[config.mk]
export PLATFORM = sky130hd
export DESIGN_NAME = pipe_stage_reg_flat
export DESIGN_NICKNAME = d
export VERILOG_FILES = /design/src/rtl/pipe_stage_reg_if.sv /design/src/rtl/pipe_stage_reg.sv /design/src/flat_wrapper.sv
export SDC_FILE = /design/constraint.sdc
export NUM_CORES = 1
export LEC_CHECK = 0
export BUFFER_PORTS_ARGS = -buffer_cell sky130_fd_sc_hd__buf_4
export CORE_MARGIN = 2
export CORE_UTILIZATION = 30
export CTS_BUF_LIST = sky130_fd_sc_hd__clkbuf_4
export CTS_CLUSTER_DIAMETER = 120
export DETAILED_ROUTE_END_ITERATION = 16
export GPL_TIMING_DRIVEN = 0
export PLACE_DENSITY_LB_ADDON = 0.08
export SKIP_LAST_GASP = 1
export SLEW_MARGIN = 20
export SYNTH_ARGS = -nofsm -noshare
export SYNTH_HDL_FRONTEND = slang
export SYNTH_SLANG_ARGS = --single-unit
[constraint.sdc]
create_clock -name clk -period 3.7 [get_ports clk]
set_input_delay 0.37 -clock clk [delete_from_list [all_inputs] [get_ports clk]]
set_output_delay 0.37 -clock clk [all_outputs]
set_load 0.005 [all_outputs]
[src/rtl/pipe_stage_reg_if.sv]
// pipe_stage_reg_if: bundle of the handshake, payload and counter signals of
// one pipe_stage_reg instance.
//   slave  modport: used by the register chain (inputs in, outputs out)
//   master modport: used by whatever drives and observes the chain
// Signals:
//   stall, flush, cnt_clr           pipeline/counter control
//   in_valid, in_ctrl, in_data      entry presented to stage 0
//   out_valid, out_ctrl, out_data   contents of the last stage
//   stall_cnt, bubble_cnt           saturating performance counters
interface pipe_stage_reg_if #(
  parameter int DATA_W = 64,
  parameter int CTRL_W = 4,
  parameter int CNT_W  = 16
);
  logic              stall;
  logic              flush;
  logic              cnt_clr;
  logic              in_valid;
  logic [CTRL_W-1:0] in_ctrl;
  logic [DATA_W-1:0] in_data;
  logic              out_valid;
  logic [CTRL_W-1:0] out_ctrl;
  logic [DATA_W-1:0] out_data;
  logic [CNT_W-1:0]  stall_cnt;
  logic [CNT_W-1:0]  bubble_cnt;

  modport slave (
    input  stall, flush, cnt_clr, in_valid, in_ctrl, in_data,
    output out_valid, out_ctrl, out_data, stall_cnt, bubble_cnt
  );

  modport master (
    output stall, flush, cnt_clr, in_valid, in_ctrl, in_data,
    input  out_valid, out_ctrl, out_data, stall_cnt, bubble_cnt
  );
endinterface

[src/rtl/pipe_stage_reg.sv]
// pipe_stage_reg: generic inter-stage pipeline latch chain of DEPTH stages
// carrying a valid bit, a control bundle and a data bundle. Supports stall
// (hold), flush (turn every stage into a bubble) and counts stall cycles and
// bubbles leaving the chain with saturating counters.
// Ports:
//   clk  rising-edge clock
//   rst  synchronous active-high reset (clears all state, data included)
//   bus  pipe_stage_reg_if.slave: stall/flush/cnt_clr, in_* entry,
//        out_* last-stage contents, stall_cnt/bubble_cnt counters
// Edge priority: rst > flush > stall > advance. Outputs come straight from
// the last stage registers.
module pipe_stage_reg #(
  parameter int DATA_W   = 64,
  parameter int CTRL_W   = 4,
  parameter int DEPTH    = 1,
  parameter int CLR_DATA = 0,
  parameter int CNT_W    = 16
) (
  input  logic             clk,
  input  logic             rst,
  pipe_stage_reg_if.slave  bus
);

  if (DEPTH < 1 || DEPTH > 8) begin : g_bad_depth
    $error("pipe_stage_reg: DEPTH must be in 1..8");
  end

  function automatic logic [CNT_W-1:0] sat_inc(input logic [CNT_W-1:0] v);
    return (&v) ? v : v + 1'b1;
  endfunction

  logic [DEPTH-1:0]  vld_q;
  logic [CTRL_W-1:0] ctrl_q [DEPTH];
  logic [DATA_W-1:0] data_q [DEPTH];

  // Values each stage loads on an advance edge.
  logic [DEPTH-1:0]  vld_d;
  logic [CTRL_W-1:0] ctrl_d [DEPTH];
  logic [DATA_W-1:0] data_d [DEPTH];

  logic [CNT_W-1:0]  stall_cnt_q, stall_cnt_d;
  logic [CNT_W-1:0]  bubble_cnt_q, bubble_cnt_d;
  logic              advance;

  assign advance = !bus.flush && !bus.stall;

  always_comb begin
    vld_d     = '0;
    vld_d[0]  = bus.in_valid;
    // Control is gated so an invalid entry always becomes a NOP bubble.
    ctrl_d[0] = bus.in_ctrl & {CTRL_W{bus.in_valid}};
    data_d[0] = bus.in_data;
    for (int i = 1; i < DEPTH; i++) begin
      vld_d[i]  = vld_q[i-1];
      ctrl_d[i] = ctrl_q[i-1];
      data_d[i] = data_q[i-1];
    end
  end

  always_comb begin
    stall_cnt_d  = stall_cnt_q;
    bubble_cnt_d = bubble_cnt_q;
    if (bus.cnt_clr) begin
      stall_cnt_d  = '0;
      bubble_cnt_d = '0;
    end else begin
      if (bus.stall && !bus.flush) stall_cnt_d = sat_inc(stall_cnt_q);
      // Counted when the bubble reaches the last stage, not when a flush makes it.
      if (advance && !vld_d[DEPTH-1]) bubble_cnt_d = sat_inc(bubble_cnt_q);
    end
  end

  always_ff @(posedge clk) begin
    if (rst) begin
      vld_q        <= '0;
      stall_cnt_q  <= '0;
      bubble_cnt_q <= '0;
      for (int i = 0; i < DEPTH; i++) begin
        ctrl_q[i] <= '0;
        data_q[i] <= '0;
      end
    end else begin
      stall_cnt_q  <= stall_cnt_d;
      bubble_cnt_q <= bubble_cnt_d;
      if (bus.flush) begin
        vld_q <= '0;
        for (int i = 0; i < DEPTH; i++) begin
          ctrl_q[i] <= '0;
          if (CLR_DATA != 0) data_q[i] <= '0;
        end
      end else if (!bus.stall) begin
        vld_q <= vld_d;
        for (int i = 0; i < DEPTH; i++) begin
          ctrl_q[i] <= ctrl_d[i];
          data_q[i] <= data_d[i];
        end
      end
    end
  end

  assign bus.out_valid  = vld_q[DEPTH-1];
  assign bus.out_ctrl   = ctrl_q[DEPTH-1];
  assign bus.out_data   = data_q[DEPTH-1];
  assign bus.stall_cnt  = stall_cnt_q;
  assign bus.bubble_cnt = bubble_cnt_q;

endmodule

[src/flat_wrapper.sv]
// flat-port wrapper written by rule: the top's interface ports become plain ports
module pipe_stage_reg_flat 
#(
  parameter int DATA_W   = 64,
  parameter int CTRL_W   = 4,
  parameter int DEPTH    = 1,
  parameter int CLR_DATA = 0,
  parameter int CNT_W    = 16
)
  (clk, rst, bus_stall, bus_flush, bus_cnt_clr, bus_in_valid, bus_in_ctrl, bus_in_data, bus_out_valid, bus_out_ctrl, bus_out_data, bus_stall_cnt, bus_bubble_cnt);
  pipe_stage_reg_if #(.DATA_W(DATA_W), .CTRL_W(CTRL_W), .CNT_W(CNT_W)) bus_i ();
  input  logic clk;
  input  logic rst;
  input wire logic [$bits(bus_i.stall)-1:0] bus_stall;
  input wire logic [$bits(bus_i.flush)-1:0] bus_flush;
  input wire logic [$bits(bus_i.cnt_clr)-1:0] bus_cnt_clr;
  input wire logic [$bits(bus_i.in_valid)-1:0] bus_in_valid;
  input wire logic [$bits(bus_i.in_ctrl)-1:0] bus_in_ctrl;
  input wire logic [$bits(bus_i.in_data)-1:0] bus_in_data;
  output wire logic [$bits(bus_i.out_valid)-1:0] bus_out_valid;
  output wire logic [$bits(bus_i.out_ctrl)-1:0] bus_out_ctrl;
  output wire logic [$bits(bus_i.out_data)-1:0] bus_out_data;
  output wire logic [$bits(bus_i.stall_cnt)-1:0] bus_stall_cnt;
  output wire logic [$bits(bus_i.bubble_cnt)-1:0] bus_bubble_cnt;
  assign bus_i.stall = bus_stall;
  assign bus_i.flush = bus_flush;
  assign bus_i.cnt_clr = bus_cnt_clr;
  assign bus_i.in_valid = bus_in_valid;
  assign bus_i.in_ctrl = bus_in_ctrl;
  assign bus_i.in_data = bus_in_data;
  assign bus_out_valid = bus_i.out_valid;
  assign bus_out_ctrl = bus_i.out_ctrl;
  assign bus_out_data = bus_i.out_data;
  assign bus_stall_cnt = bus_i.stall_cnt;
  assign bus_bubble_cnt = bus_i.bubble_cnt;
  pipe_stage_reg #(.DATA_W(DATA_W), .CTRL_W(CTRL_W), .DEPTH(DEPTH), .CLR_DATA(CLR_DATA), .CNT_W(CNT_W)) u_core (.clk(clk), .rst(rst), .bus(bus_i));
endmodule
==> out/metrics.csv <==
metric,value,unit
#FFs+latches synth,101,
Post-DRT Antenna Nets,0,
Pleak,2.419,nW
CTS hold repair buffers,0,
Peak VDD IR,0.0001129,V
# resized after CTS,0,
Top Ports,175,
fraction of power consumed by sequential logic,0.637,
layout cells sized above 1,0.3734,
Reg2Reg Depth,6,
Mapped Cells,350,
logic gate share of total power,0.116,
postcts setup bufs,0,
via count,3380,
CTS tree,done,
full die area,0.01509,sq mm
vias per cell,4.688,
GRT Total Usage,0.1437,
hold_ws,0.1779,ns
CTS max path bufs,2,
RSZ-0062 raised after global routing,no,
top_reg_cell synth,edfxtp_1,
worst reg-to-reg setup slack,1.64,ns
Final period util,0.5566,
crit path max-delay cell type,dfxtp_1,
Diodes inserted,0,
"Max FO, Critical Path",10,
# rows,43,
Switching Fraction,0.2329,
Clock power frac,0.247,
Post-Syn Nets,426,
status,finished clean,
Yosys cell types,43,
first-pass GRT wire length,16.50,mm
GR Overflow Total,0,
reg-to-reg endpoint,u_core.bus.stall_cnt[2]$_SDFFE_PP0P_,
crit-path cells,ha_1 > nand3_1 > nor4_1 > buf_2 > nor2_1 > a311oi_1,
Crit path buffers/inverters,1,
"Seq/Total Area, Yosys",0.6377,
"Design Area, Final",0.005944,sq mm
critical path class,flip-flop to flip-flop,
I/O Buffers,174,
WL/cell,15.43,um
CTS sink count,101,
CP Launch Point,u_core.bus.stall_cnt[0]$_SDFFE_PP0P_,
DR DRC count,0,
Final #Nets,613,
H-Tree Depth,3,
number of DRC markers in iteration 0,191,
clock root cell,clkbuf_4,
number of synthesized flops with an enable pin,68,
routability cong.,0.7901,
first drt pass iteration count,4,
vias in the first global route,3123,
post-route insts no fill,721,
CP max stage delay,0.47,ns
MaxCap Viol Count,0,
Fin. Hold Viols,0,
CP endpoint,u_core.bus.stall_cnt[2]$_SDFFE_PP0P_,
setup TNS,0,ns
Crit Reg-Reg Startpoint,u_core.bus.stall_cnt[0]$_SDFFE_PP0P_,
core area,0.01383,sq mm
mapped cell area,0.004238,sq mm
Final Setup Violations,0,
worst endpoint required time,4.07,ns
largest net degree at the start of global routing,25,
Slew headroom,0.5368,
syn_area_per_cell,12.11,sq um
clock skew,0.006173,ns
Cell Pwr Density,339.5,mW/mm^2
slew of the pin with the lowest slew margin,0.6929,ns
Final Max Tran Viols,0,
DRT Wirelength,11.13,mm
clk slew on worst S/H paths,0.14,ns
Initial Util,0.3065,
total power,2.018,mW
"CP delay by family, top",simple AND/OR/NAND/NOR gates,
clk_lat worst skew,0.45,ns
startpoint types,flip-flop,
Post-synth ARST share,0,
antenna violations before repair,0,
critical path data arrival time,2.43,ns
fmax,485.6,MHz
Area after DPL,0.005836,sq mm
class of the worst hold path,input port to flip-flop,
CP endpoint kind,flip-flop,
Sw Pwr,0.4700,mW
synth-to-layout area growth,40.27,%
Die W,122.9,um
Levels on crit path,6,
Synth warnings,0,
Detailed Place HPWL,8.283,mm
Placed Cells,706,
Int Pwr,1.548,mW
min Tclk post-route,2.059,ns
Num CTS Buffers,9,
Die Span Y,122.9,um
==> flip-flops by register name (all words and copies together), names as in the netlist <==
register               count
u_core.bus.bubble_cnt     16
u_core.ctrl_q              4
u_core.bus.out_valid       1
u_core.bus.stall_cnt      16
u_core.data_q             64
==> per-layer routing <==
layer / GRT usage / share of wire / vias up
li1: - / - / 1682
met1: 0.1823 / 0.43 / 1569
met2: 0.2324 / 0.47 / 117
met3: 0.03485 / 0.085 / 12
met4: 0.06250 / 0.018 / 0
met5: 0 / 0 / -
==> layout by cell type (no fill, tap or decap), types with 2 or more instances in the layout <==
master,synthesis,routed
a21oi_1,20,20
o21ai_0,9,9
or3_1,9,9
and4_1,2,2
nand4_1,7,7
nor2b_1,3,3
nand2_1,18,18
dfxtp_1,33,33
clkbuf_1,12,12
buf_4,0,174
o21ai_1,3,3
and2_1,64,64
nor3_2,2,3
nand2b_1,4,4
and3_1,7,7
o41ai_1,3,3
nand3_1,11,11
clkinv_1,0,2
nor2_1,9,9
a31oi_1,4,4
buf_2,2,2
mux2i_1,5,5
ha_1,2,2
inv_1,4,4
nand4_2,2,2
buf_16,0,2
nor4_1,6,6
edfxtp_1,68,68
o31ai_1,9,9
clkbuf_4,0,10
or4_1,11,11
nor3_1,6,5
==> synthesized netlist by cell type, drive strengths merged, types with 2 or more instances <==
master / instances / area share
mux2i: 5 / 0.012
and3: 7 / 0.010
nor2: 9 / 0.0080
dfxtp: 33 / 0.16
o41ai: 3 / 0.0062
nor3: 8 / 0.012
nand4: 9 / 0.016
o311ai: 2 / 0.0041
o21ai: 12 / 0.014
nand2b: 4 / 0.0059
ha: 2 / 0.0059
nand4b: 2 / 0.0077
or4: 11 / 0.019
nor2b: 3 / 0.0044
inv: 4 / 0.0035
o31ai: 9 / 0.016
nand2: 19 / 0.017
a31oi: 4 / 0.0059
a21oi: 20 / 0.024
nand3: 11 / 0.013
nor4: 7 / 0.014
or3: 9 / 0.013
clkbuf: 12 / 0.011
edfxtp: 68 / 0.48
and2: 64 / 0.094
and4: 2 / 0.0041
buf: 2 / 0.0024
==> cell type report <==
class	count	area, sq um
plain buffers	14	55.05
well taps	180	225.2
multi-input cells	231	1481
fillers	1360	7883
flip-flops and latches	101	2703
repair buffers	176	1361
inverters	4	15.01
clock buffers	10	75.07
clock inverters	5	28.78
==> logic make-up after synthesis <==
| group | count (synthesis) | share of synthesized area |
|---|---|---|
| AO/OA/AOI/OAI | 56 | 0.08208 |
| adder cells (fa/ha/maj) | 2 | 0.005904 |
| buffers and inverters | 18 | 0.01653 |
| flip-flops | 101 | 0.6377 |
| multiplexers | 5 | 0.01181 |
| AND/OR/NAND/NOR | 168 | 0.2459 |
==> tightest hold or removal path: stages <==
cell     delay [ns]
buf_4          0.12
nand2_1        0.05
o21ai_0        0.06
==> power groups by stage <==
stage	sequential (mW)	clock [mW]	combinational, mW
floorplan	1.32	0	0.0451
global route	1.29	0.567	0.257
global placement	1.31	0	0.228
finish	1.28	0.499	0.234
detailed placement	1.31	0	0.239
CTS	1.29	0.529	0.240
==> worst min-delay path by stage <==
stage	startpoint	to	slack (ns)	cells past startpoint
3_3_place_gp	u_core.bus.out_valid$_SDFFE_PP0N_	u_core.bus.out_valid$_SDFFE_PP0N_	0.46	2
5_1_grt	bus_in_data[61]	u_core.data_q[0][61]$_SDFFCE_PN0P_	0.14	2
3_5_place_dp	u_core.bus.out_valid$_SDFFE_PP0N_	u_core.bus.out_valid$_SDFFE_PP0N_	0.47	2
2_1_floorplan	u_core.bus.out_valid$_SDFFE_PP0N_	u_core.bus.out_valid$_SDFFE_PP0N_	0.46	2
4_1_cts	bus_in_data[43]	u_core.data_q[0][43]$_SDFFCE_PN0P_	0.13	2
6_report	bus_in_valid	u_core.bus.out_valid$_SDFFE_PP0N_	0.18	3
==> stage by stage <==
step	util	setup WS [ns]
3_3_place_gp	0.4175	0.2486
6_report	0.4299	1.641
3_5_place_dp	0.4220	1.175
4_1_cts	0.4296	1.644
2_1_floorplan	-	1.208
5_1_grt	0.4299	1.465
No activity file was read; power rests on OpenSTA's default activity.
